### src/rtl/instr_fetch_unit.sv
// Instruction fetch stage: PC ownership, one-at-a-time handshaked imem requests, prefetch FIFO.
// Optional `IFU_STALL_CNT_EN adds a saturating 16-bit stall_cnt output (empty-with-ready cycles).
module instr_fetch_unit #(
   parameter int          DEPTH    = 4,
   parameter logic [23:0] RESET_PC = 24'd10
) (
   input  logic        Clock,
   input  logic        Reset,
   output logic        imem_req,
   output logic [23:0] imem_addr,
   input  logic        imem_ack,
   input  logic [23:0] imem_rdata,
   input  logic        redirect,
   input  logic [23:0] redirect_pc,
   output logic        inst_valid,
   input  logic        inst_ready,
   output logic [23:0] inst,
   output logic [23:0] inst_pc,
   output logic [3:0]  opcode
`ifdef IFU_STALL_CNT_EN
   ,
   output logic [15:0] stall_cnt
`endif
);

   localparam int PTR_W = (DEPTH > 1) ? $clog2(DEPTH) : 1;
   localparam int CNT_W = $clog2(DEPTH) + 1;
   localparam logic [CNT_W-1:0] CNT_FULL = CNT_W'(DEPTH);

   typedef enum logic [1:0] {
      S_FETCH = 2'd0,
      S_HOLD  = 2'd1,
      S_DRAIN = 2'd2
   } state_t;

   state_t             r_state;
   logic               r_req;
   logic [23:0]        r_fetch_pc;
   logic [23:0]        r_target;
   logic [CNT_W-1:0]   r_cnt;
   logic [PTR_W-1:0]   r_wr_ptr;
   logic [PTR_W-1:0]   r_rd_ptr;
   logic [23:0]        r_pc_mem   [DEPTH];
   logic [23:0]        r_word_mem [DEPTH];

   state_t             w_state_nxt;
   logic [23:0]        w_fetch_pc_nxt;
   logic [23:0]        w_target_nxt;
   logic [CNT_W-1:0]   w_cnt_nxt;
   logic               w_ack;
   logic               w_push;
   logic               w_pop;

   // r_req is low in HOLD and in the first cycle out of reset, so stray acks there are ignored
   assign w_ack  = imem_ack && r_req;
   assign w_push = w_ack && (r_state == S_FETCH) && !redirect;
   assign w_pop  = inst_valid && inst_ready;

   // Occupancy after this edge; redirect empties the buffer regardless of push/pop
   always_comb begin
      w_cnt_nxt = r_cnt;
      if (redirect) begin
         w_cnt_nxt = {CNT_W{1'b0}};
      end else begin
         w_cnt_nxt = r_cnt + CNT_W'(w_push) - CNT_W'(w_pop);
      end
   end

   // Next-state logic; a pending request is never abandoned, so redirect without ack drains it
   always_comb begin
      w_state_nxt    = r_state;
      w_fetch_pc_nxt = r_fetch_pc;
      w_target_nxt   = r_target;
      if (redirect) begin
         case (r_state)
            S_FETCH: begin
               if (w_ack || !r_req) begin
                  w_state_nxt    = S_FETCH;
                  w_fetch_pc_nxt = redirect_pc;
               end else begin
                  w_state_nxt  = S_DRAIN;
                  w_target_nxt = redirect_pc;
               end
            end
            S_DRAIN: begin
               if (w_ack) begin
                  w_state_nxt    = S_FETCH;
                  w_fetch_pc_nxt = redirect_pc;
               end else begin
                  w_state_nxt  = S_DRAIN;
                  w_target_nxt = redirect_pc;
               end
            end
            S_HOLD: begin
               w_state_nxt    = S_FETCH;
               w_fetch_pc_nxt = redirect_pc;
            end
            default: begin
               w_state_nxt    = S_FETCH;
               w_fetch_pc_nxt = redirect_pc;
            end
         endcase
      end else begin
         case (r_state)
            S_FETCH: begin
               if (w_ack) begin
                  w_fetch_pc_nxt = r_fetch_pc + 24'd3;
                  w_state_nxt    = (w_cnt_nxt < CNT_FULL) ? S_FETCH : S_HOLD;
               end else begin
                  w_state_nxt = S_FETCH;
               end
            end
            S_HOLD: begin
               w_state_nxt = (w_cnt_nxt < CNT_FULL) ? S_FETCH : S_HOLD;
            end
            S_DRAIN: begin
               if (w_ack) begin
                  w_state_nxt    = S_FETCH;
                  w_fetch_pc_nxt = r_target;
               end else begin
                  w_state_nxt = S_DRAIN;
               end
            end
            default: begin
               w_state_nxt = S_FETCH;
            end
         endcase
      end
   end

   // Control state, PC and FIFO pointers
   always_ff @(posedge Clock) begin
      if (Reset) begin
         r_state    <= S_FETCH;
         r_req      <= 1'b0;
         r_fetch_pc <= RESET_PC;
         r_target   <= RESET_PC;
         r_cnt      <= {CNT_W{1'b0}};
         r_wr_ptr   <= {PTR_W{1'b0}};
         r_rd_ptr   <= {PTR_W{1'b0}};
      end else begin
         r_state    <= w_state_nxt;
         r_req      <= (w_state_nxt != S_HOLD);
         r_fetch_pc <= w_fetch_pc_nxt;
         r_target   <= w_target_nxt;
         r_cnt      <= w_cnt_nxt;
         if (redirect) begin
            r_wr_ptr <= {PTR_W{1'b0}};
            r_rd_ptr <= {PTR_W{1'b0}};
         end else begin
            if (w_push) r_wr_ptr <= r_wr_ptr + PTR_W'(1'b1);
            if (w_pop)  r_rd_ptr <= r_rd_ptr + PTR_W'(1'b1);
         end
      end
   end

   // FIFO storage; contents are don't-care until counted valid
   always_ff @(posedge Clock) begin
      if (w_push) begin
         r_pc_mem[r_wr_ptr]   <= r_fetch_pc;
         r_word_mem[r_wr_ptr] <= imem_rdata;
      end
   end

   assign imem_req   = r_req;
   assign imem_addr  = r_fetch_pc;
   assign inst_valid = (r_cnt != {CNT_W{1'b0}});
   assign inst       = inst_valid ? r_word_mem[r_rd_ptr] : 24'd0;
   assign inst_pc    = inst_valid ? r_pc_mem[r_rd_ptr]   : 24'd0;
   assign opcode     = inst[23:20];

`ifdef IFU_STALL_CNT_EN
   logic [15:0] r_stall_cnt;

   // Saturating count of cycles where the consumer is ready but nothing is buffered
   always_ff @(posedge Clock) begin
      if (Reset) begin
         r_stall_cnt <= 16'd0;
      end else if (!inst_valid && inst_ready && (r_stall_cnt != 16'hFFFF)) begin
         r_stall_cnt <= r_stall_cnt + 16'd1;
      end
   end

   assign stall_cnt = r_stall_cnt;
`endif

endmodule

### config.mk
export PLATFORM = sky130hd
export DESIGN_NAME = instr_fetch_unit
export DESIGN_NICKNAME = d
export VERILOG_FILES = /design/src/rtl/instr_fetch_unit.sv
export SDC_FILE = /design/constraint.sdc
export NUM_CORES = 1
export LEC_CHECK = 0
export CAP_MARGIN = 20
export CELL_PAD_IN_SITES_DETAIL_PLACEMENT = 1
export CELL_PAD_IN_SITES_GLOBAL_PLACEMENT = 2
export CORE_AREA = 2 2 167 169
export CTS_CLUSTER_DIAMETER = 150
export DETAILED_ROUTE_END_ITERATION = 10
export DIE_AREA = 0 0 169 171
export PLACE_DENSITY_LB_ADDON = 0.1
export SLEW_MARGIN = 20
export SYNTH_ARGS = -nofsm -noshare
export SYNTH_HDL_FRONTEND = slang
export SYNTH_SLANG_ARGS = --single-unit
### constraint.sdc
create_clock -name Clock -period 4.4 [get_ports Clock]
set_input_delay 0.88 -clock Clock [delete_from_list [all_inputs] [get_ports Clock]]
set_output_delay 0.88 -clock Clock [all_outputs]
set_load 0.1 [all_outputs]
==> metrics.md, run 1 <==
| Metric | Value |
|---|---|
| Root Buffer | clkbuf_16 |
| Crit path max fanout | 25 |
| Synth-to-layout area growth | 22.4% |
| First-pass GRT wire length | 40500 µm |
| Total gr overflow | 0 |
| Final hold slack | 0.487 ns |
| Die area | 28900 µm² |
| Final ANT Viol Nets | 0 |
| Measured slew at the worst slew-check pin | 0.993 ns |
| # rows | 61 |
| Register bit total from synthesis | 252 |
| WL final | 26000 µm |
| Nets | 905 |
| Cell total after placement | 1160 |
| Resized Gates After CTS | 0 |
| CTS Sinks | 252 |
| CP Capture Type | output pin |
| Status | complete, no violations |
| Hold buffer count at CTS | 0 |
| Final Cycle Share | 77.2% |
| Pleak | 4.34 nW |
| Largest net degree at the start of global routing | 55 |
| Top achievable clock speed | 294 MHz |
| Max-Cap Viols | 0 |
| Final hold vios | 0 |
| EDFF count, synth | 192 |
| Wirelength per Cell | 21.5 µm |
| Antenna cells | 0 |
| Synth Cell Area | 10600 µm² |
| Critical path class | register to output pin |
| Hold Path Class | register to register |
| Fin cells | 1211 |
| Vias in the first global route | 7106 |
| Commonest non-fill, non-tap cell in the layout | edfxtp_1 |
| Layout cells sized above 1 | 21.0% |
| GPL Wtd Cong | 0.753 |
| FILL cells | 2720 |
| TritonCTS Buffers | 27 |
| Post-Place Setup Slack | 0.493 ns |
| Layout Skew | 0.0139 ns |
| Cell-internal power | 4.08 mW |
| Clock network power share | 39.2% |
| Critical path launch point type | register |
| H-tree Lvls | 1 |
| Worst relative slew slack | 33.6% |
| DRC | 0 |
| Hpwl dp | 15800 µm |
| Postcts setup bufs | 0 |
| Sequential share of power | 47.7% |
| IO Pins | 131 |
| Post-synth net total | 779 |
| Synth Flop Type | edfxtp_1 |
| Die height | 171 µm |
| Clock buffer depth | 3 |
| Unique masters post-synth | 62 |
| Vias | 6571 |
| Post-layout min period | 3.40 ns |
| Comb power frac | 13.1% |
| Setup TNS | 0 ns |
| Initial Utilization | 38.9% |
| RSZ-0062 raised after global routing | no |
| Sequential share of the synthesized area | 65.5% |
| Syn avg cell area | 14.8 µm² |
| Synth warn | 0 |
| Gr usage total | 18.1% |
| Required @ worst endpoint | 3.52 ns |
| Most frequent cells in the layout | edfxtp_1, clkdlybuf4s50_1, buf_4 |
| Clk pin slew, worst setup/hold paths | 0.06 ns |
| CTS tree | done |
| Critical Path AT | 2.52 ns |
| Gate count after technology mapping | 718 |
| Sw Ratio | 27.8% |
| Vias per inst | 5.43 |
| Final setup viols | 0 |
| Initial DRT Pass Iterations | 4 |
| Ys async rst share | 0% |
| Initial DRC count | 421 |
| Latest clock arrival within the worst-skew pair | 0.54 ns |
| Psw | 1.57 mW |
| Setup WS post-layout | 1.00 ns |
| Core ar. | 27300 µm² |
| Max VDD drop | 246 µV |
| Count of pins over their slew limit | 0 |
| Port Buffer Count | 130 |
| Width of the die | 169 µm |
| Power Density | 434 nW/µm² |
| Initial antenna violation count | 0 |
-- path summary, 6_finish.rpt --
| kind | startpoint | endpoint | slack, ns | cells past startpoint |
|---|---|---|---|---|
| min | r_target[23] | imem_addr[23] | 0.49 | 2 |
| max | register | inst_pc[15] | 1.00 | 4 |
| min reg2reg | r_target[23] | imem_addr[23] | 0.49 | 2 |
| max reg2reg | imem_req | imem_req | 1.34 | 13 |
-- cell usage after synthesis, types with 4 or more instances --
master      n  share of area (%)
xor2_1      7               0.58
a211oi_1   13               0.92
mux2i_1    23                2.2
nor4_1      4               0.24
ha_1        7               0.82
dfxtp_1    60                 11
nand4_1     6               0.35
xnor2_1     6               0.49
buf_2      17               0.80
o21ai_0    16               0.75
and2_1     56                3.3
nor3_1     14               0.66
buf_1       4               0.14
inv_1      13               0.46
nand3_1    10               0.47
a21oi_1    29                1.4
nand2_1    31                1.1
o21ai_1     7               0.33
o211ai_1   10               0.71
nor2b_1     4               0.24
nor2_1     55                1.9
buf_4       7               0.49
a31oi_1     5               0.29
mux4_2     48                 10
edfxtp_1  192                 54
nand2b_1    4               0.24
clkbuf_1   19               0.67
and4_1      4               0.33
-- power groups by stage --
stage               combinational, mW  clock [mW]  sequential [mW]
global placement                0.733           0             2.74
finish                          0.741        2.21             2.69
global route                    0.782        2.37             2.70
detailed placement              0.742           0             2.75
floorplan                       0.422           0             2.84
CTS                             0.744        2.27             2.70
-- metrics by stage --
| stage | utilization (%) | total power, mW | area, µm² |
|---|---|---|---|
| 2_1_floorplan | - | 3.26 | 10600 |
| 3_3_place_gp | 44.4 | 3.47 | 12100 |
| 3_5_place_dp | 44.4 | 3.49 | 12100 |
| 4_1_cts | 47.6 | 5.72 | 13000 |
| 5_1_grt | 47.7 | 5.85 | 13000 |
| 6_report | 47.7 | 5.65 | 13000 |
-- routing by layer --
layer  global-route usage [%]  routed length [µm]  part of all wire, %
met5                        0                   0                    0
met4                     4.05                 362                  1.4
met3                     2.85                1200                  4.6
met2                     31.3               12700                   49
met1                     24.1               11700                   45
-- worst max-delay path, cell delays in order (launching register included) --
cell	delay, ns
dfxtp_4	0.68
buf_12	0.30
mux4_2	0.54
and2_1	0.20
buf_4	0.24
-- flip-flops by register name (all words and copies together), names as in the netlist, named ones only --
register	cells
r_pc_mem	96
r_word_mem	96
imem_addr	24
r_target	24
r_cnt	3
r_rd_ptr	2
r_state	2
r_wr_ptr	2
imem_req	1
-- kinds of logic (layout without fill, tap and decap cells) --
| family | after synthesis | in the layout | synth area share [%] |
|---|---|---|---|
| multiplexers | 71 | 71 | 12.3 |
| flip-flops | 252 | 252 | 65.5 |
| XOR/XNOR | 13 | 13 | 1.07 |
| AND/OR/NAND/NOR | 203 | 203 | 10.3 |
| AO/OA/AOI/OAI | 109 | 109 | 7.01 |
| adder cells (fa/ha/maj) | 8 | 8 | 1.01 |
| buffers and inverters | 62 | 209 | 2.77 |
-- layout make-up --
cell class / count / area [µm²] / area share, %
inverter: 13 / 48.8 / 0.375
sequential: 252 / 6970 / 53.5
multi-input combinational: 404 / 3380 / 26.0
clock inverter: 22 / 185 / 1.42
tap: 346 / 433 / 3.32
clock buffer: 28 / 679 / 5.22
timing repair buffer: 146 / 1320 / 10.1
(Power assumes the default switching activity.)
==> run 2: changes to the inputs <==
- clock period: 4.4 -> 3.55 ns (I/O delays scaled with it)
==> run 2 against run 1 <==
Critical path type unchanged. Power is 26% higher. Utilization is 2.4 points higher. Clock skew is 0.00089 ns lower. Via count is 1.2% lower. Register-to-register slack worse by 0.54 ns. Final cell count is 0.25% higher. Highest routed layer unchanged. Global-route usage is 0.18 points lower. Largest power group unchanged. Count of clock-buffer cells in the layout is 1 higher. Worst setup slack worse by 0.58 ns. Sequential share of layout area is 2.6 points lower.
==> metrics.md, run 2 (synthesized netlist as in run 1, its figures left out) <==
| Metric | Value |
|---|---|
| Status | complete, no violations |
| Hpwl dp | 15900 µm |
| Core ar. | 27300 µm² |
| Root Buffer | clkbuf_16 |
| Vias per inst | 5.35 |
| Critical path launch point type | register |
| IO Pins | 131 |
| Layout Skew | 0.0130 ns |
| CP Capture Type | output pin |
| Finished Cell Area | 13700 µm² |
| Slowest stage cell, crit path | dfxtp_4 |
| Worst path max stage delay | 0.61 ns |
| Global routing usage on met2 | 31.1% |
| Resized Gates After CTS | 0 |
| Largest net degree at the start of global routing | 55 |
| First-pass GRT wire length | 40300 µm |
| Routing usage on met1 | 24.0% |
| Port Buffer Count | 130 |
| Latest clock arrival within the worst-skew pair | 0.53 ns |
| Pleak | 4.55 nW |
| Crit path max fanout | 19 |
| Initial DRC count | 380 |
| Setup TNS | 0 ns |
| Layout cells sized above 1 | 23.4% |
| Worst-path cell chain | buf_4, mux4_2, and2_1, buf_12 |
| Multi-input gate area | 3380 µm² |
| Initial DRT Pass Iterations | 5 |
| Register area | 6970 µm² |
| FILL cells | 2661 |
| Critical Path AT | 2.42 ns |
| Final hold slack | 0.475 ns |
| GPL Wtd Cong | 0.763 |
| Nets | 909 |
| Hold Path Class | register to register |
| Clock buffer depth | 3 |
| Initial antenna violation count | 0 |
| Gr usage total | 17.9% |
| Antenna cells | 0 |
| Most frequent cells in the layout | edfxtp_1, dfxtp_1, buf_12 |
| Top flop regs | r_pc_mem (96), r_word_mem (96) |
| Met3 Resource Use GR | 2.45% |
| Synth-to-layout area growth | 28.6% |
| CTS tree | done |
| CTS Sinks | 252 |
| Wirelength per Cell | 20.9 µm |
| Final hold vios | 0 |
| Cell total after placement | 1166 |
| Final Cycle Share | 88.2% |
| Clk pin slew, worst setup/hold paths | 0.06 ns |
| Initial Utilization | 38.9% |
| Width of the die | 169 µm |
| Vias in the first global route | 7027 |
| Total gr overflow | 0 |
| # rows | 61 |
| Buf+Inv Stages, Crit Path | 2 |
| Fin cells | 1214 |
| Post-DP Area | 12800 µm² |
| DRC | 0 |
| Final setup viols | 0 |
| Die height | 171 µm |
| Final ANT Viol Nets | 0 |
| Most Crowded Layer GR | met2 |
| Die area | 28900 µm² |
| WL final | 25400 µm |
| Measured slew at the worst slew-check pin | 0.981 ns |
| Power Density | 521 nW/µm² |
| Critical path class | register to output pin |
| Max-Cap Viols | 0 |
| H-tree Lvls | 1 |
| Required @ worst endpoint | 2.84 ns |
| Postcts setup bufs | 0 |
| Top achievable clock speed | 320 MHz |
| Largest delay share family, worst path | flip-flops |
| Max VDD drop | 353 µV |
| Post-layout min period | 3.13 ns |
| Commonest non-fill, non-tap cell in the layout | edfxtp_1 |
| RSZ-0062 raised after global routing | no |
| Hold buffer count at CTS | 0 |
| TritonCTS Buffers | 26 |
| Worst relative slew slack | 34.6% |
| Count of pins over their slew limit | 0 |
| Vias | 6495 |
| Final Util | 50.1% |
## run 2: changes by cell type in the layout (fill, tap and decap cells not counted), sizes merged, moves of 2 or more
cell / change
inv: -2
buf: +30
clkdlybuf4s50: -25
bufinv: +2
clkinv: -2
## run 2: final cells by class
type / instances / share of cell area, %
multi-input cells: 404 / 24.7
clock buffers: 29 / 4.99
clock inverters: 19 / 1.38
repair buffers: 151 / 14.4
well taps: 346 / 3.16
flip-flops and latches: 252 / 51.0
inverters: 13 / 0.357
## run 2: metrics by stage
step	power, mW	setup slack (ns)
2_1_floorplan	4.04	0.157
3_3_place_gp	4.40	0.251
3_5_place_dp	4.42	0.0798
4_1_cts	7.22	0.336
5_1_grt	7.37	0.273
6_report	7.13	0.420
## run 2: power by group
group	internal, mW	switching (mW)	total, mW
Combinational	0.340	0.681	1.02
Clock	1.67	1.11	2.77
Sequential	3.24	0.0898	3.33
Total	5.25	1.88	7.13
## run 2: worst paths after layout
kind	from	slack (ns)	depth (start not counted)	endpoint
worst max-delay path	register	0.42	4	opcode[1]
worst min-delay path	r_target[23]	0.47	2	imem_addr[23]
worst max register to register	imem_req	0.80	12	imem_req
worst min register to register	r_target[23]	0.47	2	imem_addr[23]
## run 2: routing by layer
metal  share of wire (%)  up-vias  wire (µm)
met2                  50      133      12600
met5                   0        -          0
met1                  45     3330      11500
met3                 3.7       26        935
li1                    -     3006          -
met4                 1.4        0        346
## run 2: worst min-delay path, stage by stage (launching register included)
cell and delay (ns):
dfxtp_1 0.32, nand2_1 0.07, o221ai_2 0.05
==> run 3: changes to the inputs <==
- CORE_AREA: 2 2 167 169 -> 2 2 152 184
- DIE_AREA: 0 0 169 171 -> 0 0 154 186
- TNS_END_PERCENT: unset -> 1
==> run 3 against run 2 <==
Sequential share of layout area up 2.6 points. Worst setup slack worse by 0.011 ns. Wire length down 0.94%. Utilization down 1.6 points. Final cell count down 0.41%. Sequential power about the same. Maximum frequency down 0.35%. Global-route usage down 0.13 points. Critical path depth unchanged. Non-clock buffer count up 2. Final area down 4.9%. Critical endpoint is now inst_pc[20]. Highest routed layer unchanged.
==> metrics.md, run 3 (synthesized netlist as in run 1, its figures left out) <==
| Metric | Value |
|---|---|
| Status | complete, no violations |
| Hpwl dp | 16000 µm |
| H-tree Lvls | 1 |
| Critical Path AT | 2.43 ns |
| Root Buffer | clkbuf_16 |
| Psw | 1.83 mW |
| Clock buffer depth | 3 |
| WL final | 25200 µm |
| Initial antenna violation count | 0 |
| Hold Path Class | register to register |
| Vias per inst | 5.40 |
| Max-Cap Viols | 0 |
| R2r endpoint | imem_req |
| Final hold vios | 0 |
| Fin cells | 1209 |
| Total gr overflow | 0 |
| Required @ worst endpoint | 2.84 ns |
| Multi-input gate area | 3390 µm² |
| Final ANT Viol Nets | 0 |
| Sequential share of power | 47.8% |
| Width of the die | 154 µm |
| Postcts setup bufs | 0 |
| Hold path startpoint | r_target[21] |
| Measured slew at the worst slew-check pin | 0.998 ns |
| Comb power frac | 13.3% |
| Antenna cells | 0 |
| Worst reg2reg path startpoint | r_cnt[1] |
| Pleak | 4.41 nW |
| CTS Sinks | 252 |
| Worst relative slew slack | 33.5% |
| Wirelength per Cell | 20.8 µm |
| Final Cycle Share | 88.5% |
| CTS tree | done |
| Post-layout min period | 3.14 ns |
| Final setup viols | 0 |
| Layout Skew | 0.0133 ns |
| Latest clock arrival within the worst-skew pair | 0.52 ns |
| Port Buffer Count | 130 |
| Initial DRT Pass Iterations | 4 |
| Top flop regs | r_pc_mem (96), r_word_mem (96) |
| Cell total after placement | 1162 |
| Die height | 186 µm |
| Critical path launch point type | register |
| Setup WS post-layout | 0.409 ns |
| Initial Utilization | 39.7% |
| Commonest non-fill, non-tap cell in the layout | edfxtp_1 |
| R2R setup slack | 0.79 ns |
| Max VDD drop | 260 µV |
| Vias in the first global route | 6990 |
| Synth-to-layout area growth | 22.3% |
| Core ar. | 26800 µm² |
| Design Power | 6.96 mW |
| Setup TNS | 0 ns |
| DRC | 0 |
| Critical path endpoint | inst_pc[20] |
| Crit path max fanout | 20 |
| Nets | 911 |
| Clk pin slew, worst setup/hold paths | 0.06 ns |
| RSZ-0062 raised after global routing | no |
| CP Capture Type | output pin |
| # rows | 66 |
| Clock network power share | 38.8% |
| Critical path class | register to output pin |
| Resized Gates After CTS | 0 |
| Most frequent cells in the layout | edfxtp_1, buf_4, dfxtp_1 |
| Count of pins over their slew limit | 0 |
| Post-Place Setup Slack | 0.0710 ns |
| Power Density | 534 nW/µm² |
| Top achievable clock speed | 318 MHz |
| Sw Ratio | 26.3% |
| Largest net degree at the start of global routing | 55 |
| Initial DRC count | 308 |
| TritonCTS Buffers | 26 |
| Gr usage total | 17.7% |
| IO Pins | 131 |
| Die area | 28600 µm² |
| Layout cells sized above 1 | 23.7% |
| Cell-internal power | 5.12 mW |
| FILL cells | 2675 |
| Vias | 6527 |
| First-pass GRT wire length | 39800 µm |
| Hold buffer count at CTS | 0 |
| Register area | 6970 µm² |
| R2R cell count | 11 |
| GPL Wtd Cong | 0.763 |
## run 3: changes by cell type in the layout (fill, tap and decap cells not counted), sizes merged
cell      change
clkbuf        +5
clkinv        -4
buf           +2
bufinv        -1
clkinvlp      -1
## run 3: stage by stage
step                      instance area, µm²  hold WS (ns)  utilization [%]
after CTS                              13000         0.478             48.5
final                                  13000         0.483             48.5
after global placement                 12200         0.461             45.3
after floorplan                        10600         0.432                -
after detailed placement               12200         0.458             45.3
after global routing                   13000         0.521             48.5
## run 3: final cells by class
type,count,share of cell area (%)
sequential,252,53.6
multi-input combinational,404,26.0
timing repair buffer,153,10.3
clock buffer,34,5.47
tap,340,3.27
clock inverter,13,1.06
inverter,13,0.375
## run 3: worst max-delay path, cell delays in order (launching register included)
cell and delay [ns]:
dfxtp_4 0.63, buf_4 0.33, mux4_2 0.52, and2_1 0.19
buf_4 0.24
## run 3: per-layer routing
layer | vias up | GRT usage (%) | part of all wire (%)
met1 | 3330 | 23.2 | 44
li1 | 3019 | - | -
met5 | - | 0 | 0
met2 | 146 | 31.0 | 50
met3 | 32 | 2.96 | 4.3
met4 | 0 | 4.52 | 1.6
## run 3: how the worst min path moves through the flow
stage	to	slack (ns)	cells past startpoint
floorplan	imem_addr[21]	0.43	2
global placement	imem_addr[23]	0.46	2
CTS	imem_addr[23]	0.48	2
global route	imem_addr[23]	0.52	2
finish	imem_addr[21]	0.48	2
detailed placement	imem_addr[23]	0.46	2
## run 3: power groups by stage
stage | Clock [mW] | Combinational, mW | Sequential [mW]
finish | 2.70 | 0.928 | 3.33
CTS | 2.78 | 0.938 | 3.33
global route | 2.89 | 0.981 | 3.34
floorplan | 0 | 0.523 | 3.52
detailed placement | 0 | 0.936 | 3.39
global placement | 0 | 0.925 | 3.38
